<file path="config.mk">
export PLATFORM = sky130hd
export DESIGN_NAME = debounce_array
export DESIGN_NICKNAME = d
export VERILOG_FILES = /design/src/rtl/debounce_array.sv
export SDC_FILE = /design/constraint.sdc
export NUM_CORES = 1
export LEC_CHECK = 0
export BUFFER_PORTS_ARGS = -buffer_cell sky130_fd_sc_hd__buf_2
export CAP_MARGIN = 20
export CELL_PAD_IN_SITES_DETAIL_PLACEMENT = 0
export CELL_PAD_IN_SITES_GLOBAL_PLACEMENT = 1
export CORE_MARGIN = 2
export CORE_UTILIZATION = 32
export CTS_CLUSTER_DIAMETER = 30
export DETAILED_ROUTE_END_ITERATION = 10
export PLACE_DENSITY = 0.56
export SLEW_MARGIN = 20
export SYNTH_ARGS = -nofsm -noshare
export SYNTH_HDL_FRONTEND = slang
export SYNTH_SLANG_ARGS = --single-unit
</file>
<file path="constraint.sdc">
create_clock -name clock -period 4.2 [get_ports clock]
set_clock_uncertainty 0.1 [all_clocks]
set_input_delay 0.63 -clock clock [delete_from_list [all_inputs] [get_ports clock]]
set_output_delay 0.63 -clock clock [all_outputs]
set_load 0.1 [all_outputs]
</file>
<file path="src/rtl/debounce_array.sv">
`default_nettype none
// ============================================================================
// Module   : debounce_array
// Purpose  : Multi-channel push-button debouncer. Each channel synchronises
//            its raw button level, filters bounce with a stability counter,
//            and produces a clean level, one-cycle press/release pulses and a
//            long-press "held" level.
// Options  : DEBOUNCE_ARRAY_REPEAT_EN - when defined, pressed auto-repeats
//            every REPEAT_CYCLES cycles while held is high.
// Revision : 1.0 - initial release
// ============================================================================
module debounce_array #(
  parameter int CHANNELS      = 5,
  parameter int STABLE_CYCLES = 1000000,
  parameter int SYNC_STAGES   = 2,
  parameter int LONG_CYCLES   = 100000000,
  parameter int REPEAT_CYCLES = 20000000
) (
  input  logic                clock,
  input  logic                reset,
  input  logic [CHANNELS-1:0] button,
  output logic [CHANNELS-1:0] out,
  output logic [CHANNELS-1:0] pressed,
  output logic [CHANNELS-1:0] released,
  output logic [CHANNELS-1:0] held
);

  // Counter widths: cnt never needs to hold STABLE_CYCLES itself, hcnt must
  // hold LONG_CYCLES so it can saturate there.
  localparam int c_CNT_W  = $clog2(STABLE_CYCLES);
  localparam int c_HCNT_W = $clog2(LONG_CYCLES + 1);

  localparam logic [c_CNT_W-1:0]  c_CNT_LAST = c_CNT_W'(STABLE_CYCLES - 1);
  localparam logic [c_CNT_W-1:0]  c_CNT_ONE  = c_CNT_W'(1);
  localparam logic [c_HCNT_W-1:0] c_HCNT_MAX = c_HCNT_W'(LONG_CYCLES);

  // State encoding: bit 1 is the debounced level, so out decodes directly.
  localparam logic [1:0] c_IDLE_LO = 2'b00;
  localparam logic [1:0] c_WAIT_HI = 2'b01;
  localparam logic [1:0] c_HI      = 2'b11;
  localparam logic [1:0] c_WAIT_LO = 2'b10;

  genvar gi;
  generate
    for (gi = 0; gi < CHANNELS; gi++) begin : g_ch

      logic [SYNC_STAGES-1:0] r_sync;
      logic                   w_s;

      logic [1:0]             r_state;
      logic [1:0]             w_state_nxt;
      logic [c_CNT_W-1:0]     r_cnt;
      logic [c_CNT_W-1:0]     w_cnt_nxt;
      logic [c_HCNT_W-1:0]    r_hcnt;
      logic [c_HCNT_W-1:0]    w_hcnt_nxt;
      logic [c_HCNT_W-1:0]    w_hcnt_inc;

      logic                   r_held;
      logic                   w_held_nxt;
      logic                   r_pressed;
      logic                   w_pressed_nxt;
      logic                   r_released;
      logic                   w_released_nxt;
      logic                   w_accept_press;

      logic                   w_out;
      logic                   w_pressed_o;
      logic                   w_released_o;
      logic                   w_held_o;

      // Synchroniser chain: the last stage is the only view of the button
      // that any decision below is allowed to use.
      always_ff @(posedge clock or negedge reset) begin
        if (!reset) begin
          r_sync <= '0;
        end else begin
          r_sync <= {r_sync[SYNC_STAGES-2:0], button[gi]};
        end
      end

      assign w_s = r_sync[SYNC_STAGES-1];

      // Saturating hold-counter increment, shared by both "out high" states.
      assign w_hcnt_inc = (r_hcnt == c_HCNT_MAX) ? r_hcnt : (r_hcnt + 1'b1);

      // State register, counters and registered output pulses/levels.
      always_ff @(posedge clock or negedge reset) begin
        if (!reset) begin
          r_state    <= c_IDLE_LO;
          r_cnt      <= '0;
          r_hcnt     <= '0;
          r_held     <= 1'b0;
          r_pressed  <= 1'b0;
          r_released <= 1'b0;
        end else begin
          r_state    <= w_state_nxt;
          r_cnt      <= w_cnt_nxt;
          r_hcnt     <= w_hcnt_nxt;
          r_held     <= w_held_nxt;
          r_pressed  <= w_pressed_nxt;
          r_released <= w_released_nxt;
        end
      end

      // Next-state logic: stability filtering in both directions plus the
      // long-press counter, which runs whenever the debounced level is high.
      always_comb begin
        w_state_nxt    = r_state;
        w_cnt_nxt      = r_cnt;
        w_hcnt_nxt     = r_hcnt;
        w_accept_press = 1'b0;
        w_released_nxt = 1'b0;
        case (r_state)
          c_IDLE_LO: begin
            w_cnt_nxt  = '0;
            w_hcnt_nxt = '0;
            if (w_s) begin
              w_state_nxt = c_WAIT_HI;
              w_cnt_nxt   = c_CNT_ONE;
            end
          end
          c_WAIT_HI: begin
            w_hcnt_nxt = '0;
            if (!w_s) begin
              // Glitch shorter than the stability window: forget it.
              w_state_nxt = c_IDLE_LO;
              w_cnt_nxt   = '0;
            end else if (r_cnt == c_CNT_LAST) begin
              w_state_nxt    = c_HI;
              w_cnt_nxt      = '0;
              w_accept_press = 1'b1;
            end else begin
              w_cnt_nxt = r_cnt + 1'b1;
            end
          end
          c_HI: begin
            w_hcnt_nxt = w_hcnt_inc;
            if (!w_s) begin
              w_state_nxt = c_WAIT_LO;
              w_cnt_nxt   = c_CNT_ONE;
            end else begin
              w_cnt_nxt = '0;
            end
          end
          c_WAIT_LO: begin
            if (w_s) begin
              // Release bounce: back to HI, long-press timing continues.
              w_state_nxt = c_HI;
              w_cnt_nxt   = '0;
              w_hcnt_nxt  = w_hcnt_inc;
            end else if (r_cnt == c_CNT_LAST) begin
              w_state_nxt    = c_IDLE_LO;
              w_cnt_nxt      = '0;
              w_hcnt_nxt     = '0;
              w_released_nxt = 1'b1;
            end else begin
              w_cnt_nxt  = r_cnt + 1'b1;
              w_hcnt_nxt = w_hcnt_inc;
            end
          end
          default: begin
            w_state_nxt = c_IDLE_LO;
            w_cnt_nxt   = '0;
            w_hcnt_nxt  = '0;
          end
        endcase
        // hcnt is cleared on accepted release, so held drops with it.
        w_held_nxt = (w_hcnt_nxt == c_HCNT_MAX);
      end

`ifdef DEBOUNCE_ARRAY_REPEAT_EN
      localparam int c_RCNT_W = (REPEAT_CYCLES > 1) ? $clog2(REPEAT_CYCLES) : 1;
      localparam logic [c_RCNT_W-1:0] c_RCNT_LAST = c_RCNT_W'(REPEAT_CYCLES - 1);

      logic [c_RCNT_W-1:0] r_rcnt;
      logic [c_RCNT_W-1:0] w_rcnt_nxt;
      logic                w_repeat;

      // Auto-repeat timer: runs only while held stays high, so a repeat can
      // never land on the same cycle as the release pulse.
      always_comb begin
        w_rcnt_nxt = '0;
        w_repeat   = 1'b0;
        if (r_held && w_held_nxt) begin
          if (r_rcnt == c_RCNT_LAST) begin
            w_repeat = 1'b1;
          end else begin
            w_rcnt_nxt = r_rcnt + 1'b1;
          end
        end
      end

      // Repeat counter register.
      always_ff @(posedge clock or negedge reset) begin
        if (!reset) begin
          r_rcnt <= '0;
        end else begin
          r_rcnt <= w_rcnt_nxt;
        end
      end

      assign w_pressed_nxt = w_accept_press | w_repeat;
`else
      assign w_pressed_nxt = w_accept_press;
`endif

      // Output decode: level from the state encoding, pulses from registers.
      always_comb begin
        w_out        = r_state[1];
        w_pressed_o  = r_pressed;
        w_released_o = r_released;
        w_held_o     = r_held;
      end

      assign out[gi]      = w_out;
      assign pressed[gi]  = w_pressed_o;
      assign released[gi] = w_released_o;
      assign held[gi]     = w_held_o;

    end
  endgenerate

endmodule
`default_nettype wire

</file>
==> results of run 1 <==
stage by stage:
stage	hold slack, ns	setup slack, ns	total power, W	util
final	0.05100	1.267	0.01061	0.4009
after global routing	0.01924	0.8787	0.01115	0.4009
after CTS	0.01168	1.188	0.01080	0.4009
after detailed placement	0.2365	1.209	0.004400	0.3375
after global placement	0.2335	1.262	0.004403	0.3375
after floorplan	0.2312	1.563	0.003993	-
final cells by class:
type	count	area [sq um]	area share
Clock buffer	121	2541	0.1391
Clock inverter	27	340.3	0.01863
Inverter	53	198.9	0.01089
Multi-Input combinational cell	1203	7435	0.4069
Sequential cell	270	6756	0.3698
Tap cell	600	750.7	0.04108
Timing Repair Buffer	37	250.2	0.01369
worst paths after layout:
path                       depth (start not counted)                           end  slack (ns)
max                                                7      g_ch[3].r_held$_DFF_PN0_        1.27
min                                                1   g_ch[4].r_sync[0]$_DFF_PN0_        0.05
max reg2reg                                        7      g_ch[3].r_held$_DFF_PN0_        1.27
min reg2reg                                        0   g_ch[4].r_sync[1]$_DFF_PN0_        0.24
max in group asynchronous                          3  g_ch[0].r_hcnt[11]$_DFF_PN0_        2.62
min in group asynchronous                          2   g_ch[1].r_pressed$_DFF_PN0_        0.49
cells by family after synthesis:
logic type,Yosys count
compound gates,110
buf+inv,137
mux,11
fa+ha+maj,38
flops,270
simple gates,819
xor+xnor,225
per-layer routing:
metal,global-route usage,vias to the layer above
met3,0.03590,71
met1,0.1905,5352
met4,0.06239,0
met5,0,-
li1,-,5595
met2,0.2228,143
flip-flops by register name, indices dropped and copies added (netlist names):
name             count
g_ch.r_pressed       5
g_ch.r_cnt         100
g_ch.r_hcnt        135
g_ch.r_sync         10
g_ch.r_state        10
g_ch.r_released      5
g_ch.r_held          5
cells in the final DEF (no fill, tap or decap), types with 10 or more instances in the layout:
cell type and instances:
sky130_fd_sc_hd__a21oi_1 18, sky130_fd_sc_hd__dfrtp_1 270, sky130_fd_sc_hd__nor4b_1 11, sky130_fd_sc_hd__nor3_1 39
sky130_fd_sc_hd__o21ai_0 24, sky130_fd_sc_hd__xor2_1 113, sky130_fd_sc_hd__inv_1 53, sky130_fd_sc_hd__clkinv_2 14
sky130_fd_sc_hd__ha_1 37, sky130_fd_sc_hd__nand4_1 51, sky130_fd_sc_hd__clkbuf_16 84, sky130_fd_sc_hd__nor2_1 325
sky130_fd_sc_hd__mux2i_1 10, sky130_fd_sc_hd__clkbuf_8 30, sky130_fd_sc_hd__buf_2 25, sky130_fd_sc_hd__nand3_1 101
sky130_fd_sc_hd__nand2_1 117, sky130_fd_sc_hd__nor4_1 22, sky130_fd_sc_hd__and3_1 40, sky130_fd_sc_hd__a31oi_1 12
sky130_fd_sc_hd__and4_1 17, sky130_fd_sc_hd__xnor2_1 112
report_power, final:
part / internal, W / switching, W
combinational: 0.000429 / 0.00101
sequential: 0.00274 / 0.000153
clock: 0.00454 / 0.00173
==> results list, run 1 <==
- The run finished with clean final reports.
- Summed over all layers, the routed wires come to 32.80 mm.
- Once layout is done, the placed cells without fillers occupy approximately 0.018 sq mm.
* Maximum number of pins on one net before global-route repair: 84
- Share of cell area taken by muxes after synthesis: 0.007504
- Half-perimeter wire length of the detailed placement result: between 20 and 25 mm
- After synthesis, the largest family of logic cells by area is simple AND/OR/NAND/NOR gates.
- Based on the critical path, the design can be clocked at up to between 300 and 400 MHz.
* Die Y-Extent: roughly 220 um
- Via count: approximately 11000
* Synthesized-area fraction occupied by xor and xnor cells: 0.1328
- Per-cell routed wire length: ~14 um
- Including well taps, the total number of placed cells is approximately 2200.
- The most critical setup path has its startpoint at g_ch[3].r_cnt[8]$_DFF_PN0_.
- Of the total synthesized cell area, the portion taken by AND, OR, NAND and NOR gates is 0.2770.
- The cell family contributing the most delay on the critical path is simple AND/OR/NAND/NOR gates.
- The largest single stage delay on the critical path is 0.68 ns.
- Initial DRC count: 612
- Synth unique cells: 84
- Standard-cell row count: slightly below 80
- Mean cell area of the mapped netlist: 9.218 sq um
- Worst-path cell chain: or4b_2 -> nor4_1 -> nand2_1 -> o22ai_2 -> nor2_1 -> nand3b_1 -> nor4b_1
* Worst-case headroom to the max-slew limit: 0.4947
- The initial antenna violation count is 0.
* Path class of the lowest-slack min-delay path: primary input to register
- Counting every sink on the clock net gives 270.
* Area of the placeable core: 0.04558 sq mm
- Yosys printed 0 warnings.
* Number of cells in the finished layout apart from fillers: between 2000 and 2500
* Starting density of the core: 0.3256
* Measured slew at the worst slew-check pin: about 0.75 ns
* Buf/Inv on CP: 0
- In this run the remaining antenna-violating nets after routing total 0.
- DR WL met3: ~1.1 mm
- Of the synthesized area, sequential elements account for 0.4553.
* H-tree levels: 3
* Mapped Nets: 1654
* Sum of routed wire segments on met1: approximately 16 mm
* Pleak: roughly 7.5 nW
* Fin nets: between 1500 and 2000
- Hold path startpoint: button[4]
- TritonCTS built the clock tree.
- Post-CTS Setup Repair Bufs: 0
- The final number of hold-violating endpoints is 0.
- The die covers between 0.04 and 0.05 sq mm.
- The number of gates resized after CTS was 0.
- Synth top area cells: sky130_fd_sc_hd__dfrtp_1 46%, sky130_fd_sc_hd__nor2_1 8.2%, sky130_fd_sc_hd__xor2_1 6.7%, sky130_fd_sc_hd__xnor2_1 6.6%, sky130_fd_sc_hd__nand3_1 3.4%
- Uppermost layer routed: met4
- The worst-case IR drop observed on VDD is around 0.4 mV.
- Of all cell types, the one taking the most synthesized area is sky130_fd_sc_hd__dfrtp_1.
* Clock Tree Root: sky130_fd_sc_hd__clkbuf_16
- Max Cap Violations: 0
- In the final timing run, aggregate negative setup slack is 0 ns.
- Synthesized-area fraction occupied by ao, oa, aoi and oai cells: 0.05084
- The worst path needs 2.933 ns of the cycle, external delays included.
- The number of antenna diodes in the final layout is 0.
- Worst Path Arrival: roughly 3.3 ns
- IO buf count: 26
* Area Overhead vs Synth: 23.13%
* Most frequent cells after synthesis: 325 x sky130_fd_sc_hd__nor2_1, 270 x sky130_fd_sc_hd__dfrtp_1, 117 x sky130_fd_sc_hd__nand2_1, 113 x sky130_fd_sc_hd__xor2_1, 112 x sky130_fd_sc_hd__xnor2_1
- Pins Over Slew Limit: 0
- Most common cell in the synthesized netlist: sky130_fd_sc_hd__nor2_1
- Of the total synthesized cell area, the portion taken by full adders, half adders and majority gates is 0.03187.
- Setup violations remaining at the end of the flow were counted as 0.
* Buffer levels on the longest clock path: 3
- First-pass GRT wire length: roughly 57 mm
- Clock tree synthesis inserted a total of 83 buffers.
* Die extent in x: around 220 um
* Critical path start-end classification: register to register
* Power density cells: roughly 580 mW/mm^2
* Ports placed on the boundary: 27
* Ys flop type: sky130_fd_sc_hd__dfrtp_1
- Crit. End Element: register
- Congestion Overflow GR: 0
- Slowest stage cell, crit path: sky130_fd_sc_hd__or4b_2
* Routability-driven placement congestion ratio: ~0.78
- The worst register-to-register path begins at g_ch[3].r_cnt[8]$_DFF_PN0_.
- For the worst setup path, the data required time is between 4 and 5 ns.
- Clock latency on the worst-skew pair, taken at its later pin, is slightly below 0.6 ns.
* Yosys top cell area share: 0.4553
- RSZ-0062 raised after global routing: no
- Along the worst path, the maximum fanout reaches 15.
- Async S/R FF share, synth: 1.000
* Residual DRC: 0
- The via count of the first global-routing pass was about 11000.
- The worst setup path is launched from a register.
- Register clock-pin slew on the reported worst setup and hold paths: 0.04 ns
* Period Utilization, post-route: 0.6984
* Share of layout cells above drive strength 1: 0.1222
* Summed instance area of the synthesized netlist: 0.01484 sq mm
- Synth Register Bits: 270
- EDFF count, synth: 0
* Mapped Cells: approximately 1600
- Placed standard-cell area: roughly 0.015 sq mm
- Total iterations of the first detailed-routing run: 4
- After detailed routing, the number of vias per cell comes to between 4 and 5.
* Quantity of hold-fixing buffers added after cts: 1
- Fill cells in the final layout number about 4500.
- After detailed routing, the met2 layer carries 14.89 mm of wire.
- Total global routing track utilization: 0.1440
Note: power is estimated with default switching activity, not from simulation.
==> inputs of run 2 (changes only) <==
==> constraint.sdc (replaced) <==
create_clock -name clock -period 3.06 [get_ports clock]
set_clock_uncertainty 0.1 [all_clocks]
set_input_delay 0.459 -clock clock [delete_from_list [all_inputs] [get_ports clock]]
set_output_delay 0.459 -clock clock [all_outputs]
set_load 0.1 [all_outputs]
==> run 2 against run 1 <==
- non-clock buffer count rose by 23
- first-iteration DRC count shrank 13%
- die area is the same
- cell count rose by 0.87%
- clock power is 41% higher
- flip-flop and latch count is the same
- register-to-register slack worse by 0.98 ns
- via count increased by 1.3%
- maximum frequency grew 5.6%
- critical path depth grew 1
- final area increased by 1.4%
- critical path type unchanged
==> results list, run 2 (synthesis results as in run 1) <==
- The run finished with clean final reports.
* Maximum number of pins on one net before global-route repair: 68 (-19%)
- The setup-violating endpoint count in the final report is 0 (unchanged).
- The detailed-route DRC error count is 0 (unchanged).
* Vias per inst: 4.848 (+0.39%)
- Compared with the post-synthesis result, the final layout area differs by 24.82%.
- The via count of the first global-routing pass came to 11310 (-0.11%).
* Initial antenna violation count: 0 (unchanged)
* H-tree levels: 3 (unchanged)
* Worst Path Arrival: 3.14 ns (-0.18 ns)
- The final max-slew violation count is 0 (unchanged).
- Most frequent standard cell in the layout excluding fill and tap cells: sky130_fd_sc_hd__nor2_1
* Area enclosed by the die boundary: 0.04811 sq mm (unchanged)
* Congestion Overflow GR: 0 (unchanged)
* Critical path required time: 3.42 ns (-1.17 ns)
- Worst-path cell chain: or4b_2 -> nor4_1 -> nand2_1 -> o22ai_2 -> buf_4 -> nor2_1 -> nand3b_1 -> nor4b_1
* Area of the placeable core: 0.04558 sq mm (unchanged)
* Number of cells in the finished layout apart from fillers: 2331 (+0.87%)
- Clock Tree Root: sky130_fd_sc_hd__clkbuf_16
* Global-route track usage on met3: 0.03964 (+0.003742)
- Critical Path Max Stage Delay: 0.69 ns (about the same)
* Per-cell routed wire length: 14.07 um (-0.86%)
- Type of element launching the critical path: register
- Worst-case headroom to the max-slew limit: 0.5276 (+0.03287)
- Max Cap Violations: 0 (unchanged)
* Share of layout cells above drive strength 1: 0.1311 (+0.008987)
- The met1 demand-to-capacity share in global routing came to 0.1893 (-0.001259).
* Register ranked first by flip-flop count: g_ch.r_hcnt
- Slowest stage cell, crit path: sky130_fd_sc_hd__or4b_2
- Die extent in x: 219.4 um (unchanged)
* Critical path start-end classification: register to register
* RSZ-0062 raised after global routing: no
- The number of nets with antenna violations after detailed routing is 0 (unchanged).
- The count of routing violations after the opening detailed-route iteration is 532 (-13%).
* Ports placed on the boundary: 27 (unchanged)
- Path class of the lowest-slack min-delay path: register to register
- Buffer levels on the longest clock path: 3 (unchanged)
- The buffer and inverter count on the worst path was 1 (+1).
* Antenna diodes: 0 (unchanged)
* End of the worst register-to-register path: g_ch[3].r_held$_DFF_PN0_
- The final layout net count is 1713 (+1.2%).
- The leakage power was 7.593 nW (+1.4%).
- FF-to-FF setup slack: 0.28 ns (-0.98 ns)
- The cell count of the worst hold path is 0 (-1).
- After global routing, the most crowded layer is met2.
- Total global routing track utilization: 0.1438 (-0.0001874)
- Inserted Clock Buffers: 81 (-2.4%)
- The startpoint identified for the worst register-to-register timing path is g_ch[3].r_cnt[8]$_DFF_PN0_.
- Top flop regs: g_ch.r_hcnt x135, g_ch.r_cnt x100
- Max VDD drop: 0.5847 mV (+45%)
- Max Fclk: 360.0 MHz (+5.6%)
- Number of hold-slack violations in the final timing report: 0 (unchanged)
* Period Utilization, post-route: 0.9077 (+0.2093)
* Register clock-pin slew on the reported worst setup and hold paths: 0.05 ns (about the same)
- R2R depth: 8 (+1)
- Post-CTS Setup Repair Bufs: 0 (unchanged)
* Hold path startpoint: g_ch[4].r_sync[0]$_DFF_PN0_
* Setup TNS: 0 ns (unchanged)
- Source-to-sink clock delay at the later pin of the worst-skew pair: 0.59 ns (about the same)
- The number of detailed-routing iterations run before antenna repair was 5 (+1).
* Wire length after detailed routing: 32.80 mm (unchanged)
- Final critical path time including I/O delays and setup: 2.778 ns (-0.1559 ns)
- IO buf count: 26 (unchanged)
* Measured slew at the worst slew-check pin: 0.7032 ns (-0.04779 ns)
- First-pass GRT wire length: 56.84 mm (-0.12%)
* Largest fanout of any net on the critical path: 26 (+11)
- Standard-cell row count: 78 (unchanged)
* Power density cells: 801.1 mW/mm^2 (+38%)
- The via count is 11300 (+1.3%).
* Met2 layer usage reported by global route: 0.2233 (+0.0005258)
- The placed cell count came to 2180 (+0.83%).
- Clock tree from TritonCTS: done
* Worst min-delay path endpoint: g_ch[4].r_sync[1]$_DFF_PN0_
- The detailed-placement wirelength estimate is 21.67 mm (+0.91%).
- The floorplan die height is 219.4 um (unchanged).
- STA classifies the critical path endpoint as a register.
* Total clock sinks: 270 (unchanged)
* Starting density of the core: 0.3256 (unchanged)
* Flip-flop count of the largest register after layout: 135 (unchanged)
* Highest-count cells in the layout ignoring fill and taps: 325 x sky130_fd_sc_hd__nor2_1, 270 x sky130_fd_sc_hd__dfrtp_1, 117 x sky130_fd_sc_hd__nand2_1, 113 x sky130_fd_sc_hd__xor2_1, 112 x sky130_fd_sc_hd__xnor2_1
- Routability-driven placement congestion ratio: 0.7732 (-1.5%)
- Top delay family on crit path: simple AND/OR/NAND/NOR gates
-- run 2: changes by cell type in the layout (fill, tap and decap cells not counted), moves of 5 or more --
cell | previous run | this run
sky130_fd_sc_hd__buf_4 | 8 | 25
sky130_fd_sc_hd__inv_6 | 5 | 0
sky130_fd_sc_hd__clkinvlp_4 | 0 | 11
sky130_fd_sc_hd__bufinv_16 | 7 | 14
sky130_fd_sc_hd__dlygate4sd3_1 | 1 | 6
sky130_fd_sc_hd__clkbuf_8 | 30 | 10
-- run 2: area by class of cell --
cell class                 count  area (sq um)
tap                          600         750.7
fill                        4473         27050
inverter                      53         198.9
timing repair buffer          60         447.9
clock inverter                46         664.4
multi-input combinational   1203          7447
clock buffer                  99          2258
sequential                   270          6756
-- run 2: repair_timing --
item / in CTS / in global routing
gates resized for setup: 0 / 2
hold buffers: 6 / 0
endpoints found under the setup margin: 0 / 1
endpoints found under the hold margin: 66 / 0
-- run 2: stage by stage --
stage               total power, W  hold WS (ns)  setup WS (ns)  instance area [sq um]    util
floorplan                 0.005480       0.06341         0.4231                  14840       -
global placement          0.006079        0.2344         0.3148                  15530  0.3407
detailed placement        0.006088        0.2381         0.2663                  15530  0.3407
finish                     0.01484        0.2431         0.2825                  18520  0.4064
CTS                        0.01511        0.2472         0.2501                  18510  0.4062
global route               0.01563        0.2479       0.009746                  18520  0.4064
-- run 2: power by group --
| part | internal [W] | leakage (nW) | switching [W] |
|---|---|---|---|
| registers | 0.00376 | 3.71 | 0.000211 |
| logic | 0.000637 | 2.47 | 0.00139 |
| clock network | 0.00637 | 1.41 | 0.00247 |
| total | 0.0108 | 7.59 | 0.00407 |
-- run 2: worst max-delay path by stage --
stage,start,to,slack [ns],depth (start not counted)
3_5_place_dp,g_ch[3].r_hcnt[1]$_DFF_PN0_,g_ch[3].r_held$_DFF_PN0_,0.27,8
3_3_place_gp,g_ch[3].r_cnt[8]$_DFF_PN0_,g_ch[3].r_held$_DFF_PN0_,0.31,8
2_1_floorplan,g_ch[1].r_hcnt[0]$_DFF_PN0_,g_ch[1].r_held$_DFF_PN0_,0.42,8
6_report,g_ch[3].r_cnt[8]$_DFF_PN0_,g_ch[3].r_held$_DFF_PN0_,0.28,8
4_1_cts,g_ch[3].r_hcnt[1]$_DFF_PN0_,g_ch[3].r_held$_DFF_PN0_,0.25,8
5_1_grt,g_ch[1].r_hcnt[0]$_DFF_PN0_,g_ch[1].r_held$_DFF_PN0_,0.01,8
-- run 2: metal layers --
layer	vias to the layer above	routed length, um
met5	-	0
li1	5642	-
met1	5413	15680
met3	71	1325
met2	175	15000
met4	0	796
-- run 2: worst reg2reg max path: cells and delay by family (launching register included) --
family                 cells  cell delay [ns]
AND/OR/NAND/NOR            6             1.60
buffers and inverters      1             0.33
flip-flops                 1             0.42
AO/OA/AOI/OAI              1             0.19
==> inputs of run 3 (changes only) <==
--- a/config.mk
+++ b/config.mk
@@ -9,10 +9,12 @@
 export CAP_MARGIN = 20
 export CELL_PAD_IN_SITES_DETAIL_PLACEMENT = 0
 export CELL_PAD_IN_SITES_GLOBAL_PLACEMENT = 1
+export CORE_ASPECT_RATIO = 1.5
 export CORE_MARGIN = 2
 export CORE_UTILIZATION = 32
 export CTS_CLUSTER_DIAMETER = 30
 export DETAILED_ROUTE_END_ITERATION = 10
+export MAX_ROUTING_LAYER = met4
 export PLACE_DENSITY = 0.56
 export SLEW_MARGIN = 20
 export SYNTH_ARGS = -nofsm -noshare
==> run 3 against run 2 <==
- core utilization decreased by 1.3 points
- setup slack got worse by 0.077 ns
- sequential power about the same
- hold slack about the same
==> results list, run 3 (synthesis results as in run 1) <==
- The run finished with clean final reports.
- The largest driver fanout on the critical path came to 9 (-65%).
- Setup repair after global routing left no endpoint under its margin.
- Clock tree from TritonCTS: done
* Via count of the first global-routing pass: 11750 (+3.9%)
- Initial DRC count: 547 (+2.8%)
- Walking the worst path, the cells encountered are ha_1 -> nand4_4 -> or4_4 -> or2_2 -> xnor2_1 -> nor4_2 -> nand4b_1 -> nor4_2.
- The final max-slew violation count was 0 (unchanged).
- Period Utilization, post-route: 0.9328 (+0.02513)
- Design internal power: 0.009603 W (-11%)
* Initial antenna violation count: 0 (unchanged)
* Worst Path Arrival: 3.20 ns (+0.06 ns)
- Critical path start-end classification: register to register
- Total iterations of the first detailed-routing run: 4 (-1)
- Switching pwr: 0.003760 W (-7.6%)
- Final setup slack of the worst path: 0.2055 ns (-0.07691 ns)
* Power density cells: 742.8 mW/mm^2 (-7.3%)
- From synthesis to final layout, the design area changed by 21.22%.
- Standard-cell row count: 96 (+23%)
- Die extent in x: 179.8 um (-18%)
* Via count: 11290 (-0.11%)
* Fin nets: 1703 (-0.58%)
- The worst setup path is captured at a register.
* Congestion Overflow GR: 0 (unchanged)
- The leakage power is 7.348 nW (-3.2%).
* Total global routing track utilization: 0.1468 (+0.002965)
* Most repeated library cell on the critical path: sky130_fd_sc_hd__nor4_2
- Broken down by cell family, the worst path's largest delay share belongs to simple AND/OR/NAND/NOR gates.
- Flip-flop count of the largest register after layout: 135 (unchanged)
- Worst-case headroom to the max-slew limit: 0.5175 (-0.01016)
* Half-perimeter wire length of the detailed placement result: 22.94 mm (+5.9%)
- The buffer and inverter count on the worst path came to 0 (-1).
- Critical path required time: 3.41 ns (about the same)
- The proportion of layout cells with a drive suffix above 1 is 0.1181 (-0.01301).
- The largest registers in the layout are g_ch.r_hcnt x135, g_ch.r_cnt x100.
- Path class of the lowest-slack min-delay path: register to register
* Final critical path time including I/O delays and setup: 2.854 ns (+0.07691 ns)
- Antenna diodes: 0 (unchanged)
* Switching Fraction: 0.2814 (+0.007256)
* Wire length after detailed routing: 33.56 mm (+2.3%)
- The fmax is 350.3 MHz (-2.7%).
- The share of total power in sequential cells is 0.297 (+0.029).
* Register ranked first by flip-flop count: g_ch.r_hcnt
* Critical Path Max Stage Delay: 0.61 ns (-0.08 ns)
- The number of buffers created by CTS came to 66 (-19%).
- Residual DRC: 0 (unchanged)
* Ports placed on the boundary: 27 (unchanged)
* Slowest stage cell, crit path: sky130_fd_sc_hd__or4_4
- The number of nets with antenna violations after detailed routing came to 0 (unchanged).
* Type of element launching the critical path: register
* Place WS: 0.1390 ns (-0.1274 ns)
- The per-cell routed wire length is 14.60 um (+3.8%).
* Setup TNS: 0 ns (unchanged)
- Area of the placeable core: 0.04576 sq mm (+0.41%)
* Die Y-Extent: 267.8 um (+22%)
- The count of port buffers added during placement was 26 (unchanged).
* Source-to-sink clock delay at the later pin of the worst-skew pair: 0.55 ns (-0.04 ns)
- Leaving out fill and tap cells, the most frequent cell in the layout is sky130_fd_sc_hd__nor2_1.
* Max Cap Violations: 0 (unchanged)
- The transition time at the pin with the least slew margin came to 0.7238 ns (+0.02065 ns).
- Maximum number of pins on one net before global-route repair: 84 (+24%)
- Highest-count cells in the layout ignoring fill and taps: 325 x sky130_fd_sc_hd__nor2_1, 270 x sky130_fd_sc_hd__dfrtp_1, 117 x sky130_fd_sc_hd__nand2_1, 113 x sky130_fd_sc_hd__xor2_1, 112 x sky130_fd_sc_hd__xnor2_1
* Starting density of the core: 0.3243 (-0.001335)
- The deepest level of the CTS H-tree came to 3 (unchanged).
- The final number of hold-violating endpoints came to 0 (unchanged).
- The final estimated routing congestion in global placement was 0.7861 (+1.7%).
- The post-detailed-route via-to-cell ratio was 4.913 (+1.3%).
* Clock Tree Root: sky130_fd_sc_hd__clkbuf_16
* Register clock-pin slew on the reported worst setup and hold paths: 0.04 ns (about the same)
* First-pass GRT wire length: 57.72 mm (+1.6%)
- The die footprint was 0.04815 sq mm (about the same).
- The maximum vdd ir drop was 0.3979 mV (-32%).
* Post-CTS Setup Repair Bufs: 0 (unchanged)
* Total clock sinks: 270 (unchanged)
* Clock Power Share: 0.547 (-0.049)
- The logic gate share of total power is 0.156 (+0.020).
- Buffer levels on the longest clock path: 3 (unchanged)
- The setup-violating endpoint count in the final report came to 0 (unchanged).
## run 3: changes by cell type in the layout (fill, tap and decap cells not counted), sizes merged
cell and delta:
clkbuf -12, clkinv -8, buf +5, bufinv -4, clkinvlp -4, inv +2
## run 3: final timing paths
kind	slack, ns	cells past startpoint	from	endpoint
max in group asynchronous	1.58	3	reset	g_ch[2].r_hcnt[2]$_DFF_PN0_
setup reg to reg	0.21	8	g_ch[1].r_hcnt[0]$_DFF_PN0_	g_ch[1].r_held$_DFF_PN0_
hold reg to reg	0.24	0	g_ch[2].r_sync[0]$_DFF_PN0_	g_ch[2].r_sync[1]$_DFF_PN0_
min in group asynchronous	0.40	2	reset	g_ch[1].r_cnt[4]$_DFF_PN0_
hold / removal	0.24	0	g_ch[2].r_sync[0]$_DFF_PN0_	g_ch[2].r_sync[1]$_DFF_PN0_
setup / recovery	0.21	8	g_ch[1].r_hcnt[0]$_DFF_PN0_	g_ch[1].r_held$_DFF_PN0_
## run 3: through the flow
stage / hold slack [ns] / area [sq um] / total power, W / utilization / cells
floorplan: 0.06341 / 14840 / 0.005480 / - / 1610
global placement: 0.2327 / 15580 / 0.006128 / 0.3404 / 2173
detailed placement: 0.2364 / 15580 / 0.006157 / 0.3404 / 2173
CTS: 0.2455 / 17980 / 0.01364 / 0.3929 / 2298
global route: 0.2493 / 17990 / 0.01404 / 0.3931 / 2298
finish: 0.2431 / 17990 / 0.01336 / 0.3931 / 2298
## run 3: area by class of cell
type                    count  area (sq um)
fillers                  4536         27770
multi-input cells        1203          7443
flip-flops and latches    270          6756
clock buffers              87          1894
well taps                 588         735.7
repair buffers             65         510.5
clock inverters            32         450.4
inverters                  53         198.9
## run 3: power groups by stage
stage	sequential (W)	combinational, W	clock, W
global placement	0.00402	0.00211	0
floorplan	0.00396	0.00152	0
global route	0.00400	0.00236	0.00768
detailed placement	0.00403	0.00213	0
finish	0.00397	0.00209	0.00731
CTS	0.00397	0.00215	0.00752
## run 3: layer usage
metal / track usage / wire (um)
met5: - / 0
met4: 0.05647 / 915
met3: 0.02548 / 932
met2: 0.2633 / 17390
met1: 0.1624 / 14320
## run 3: timing repair
action / CTS / global route
endpoints found under the hold margin: 82 / 0
endpoints found under the setup margin: 0 / 1
resized for setup: 0 / 1
hold buffers: 6 / 0
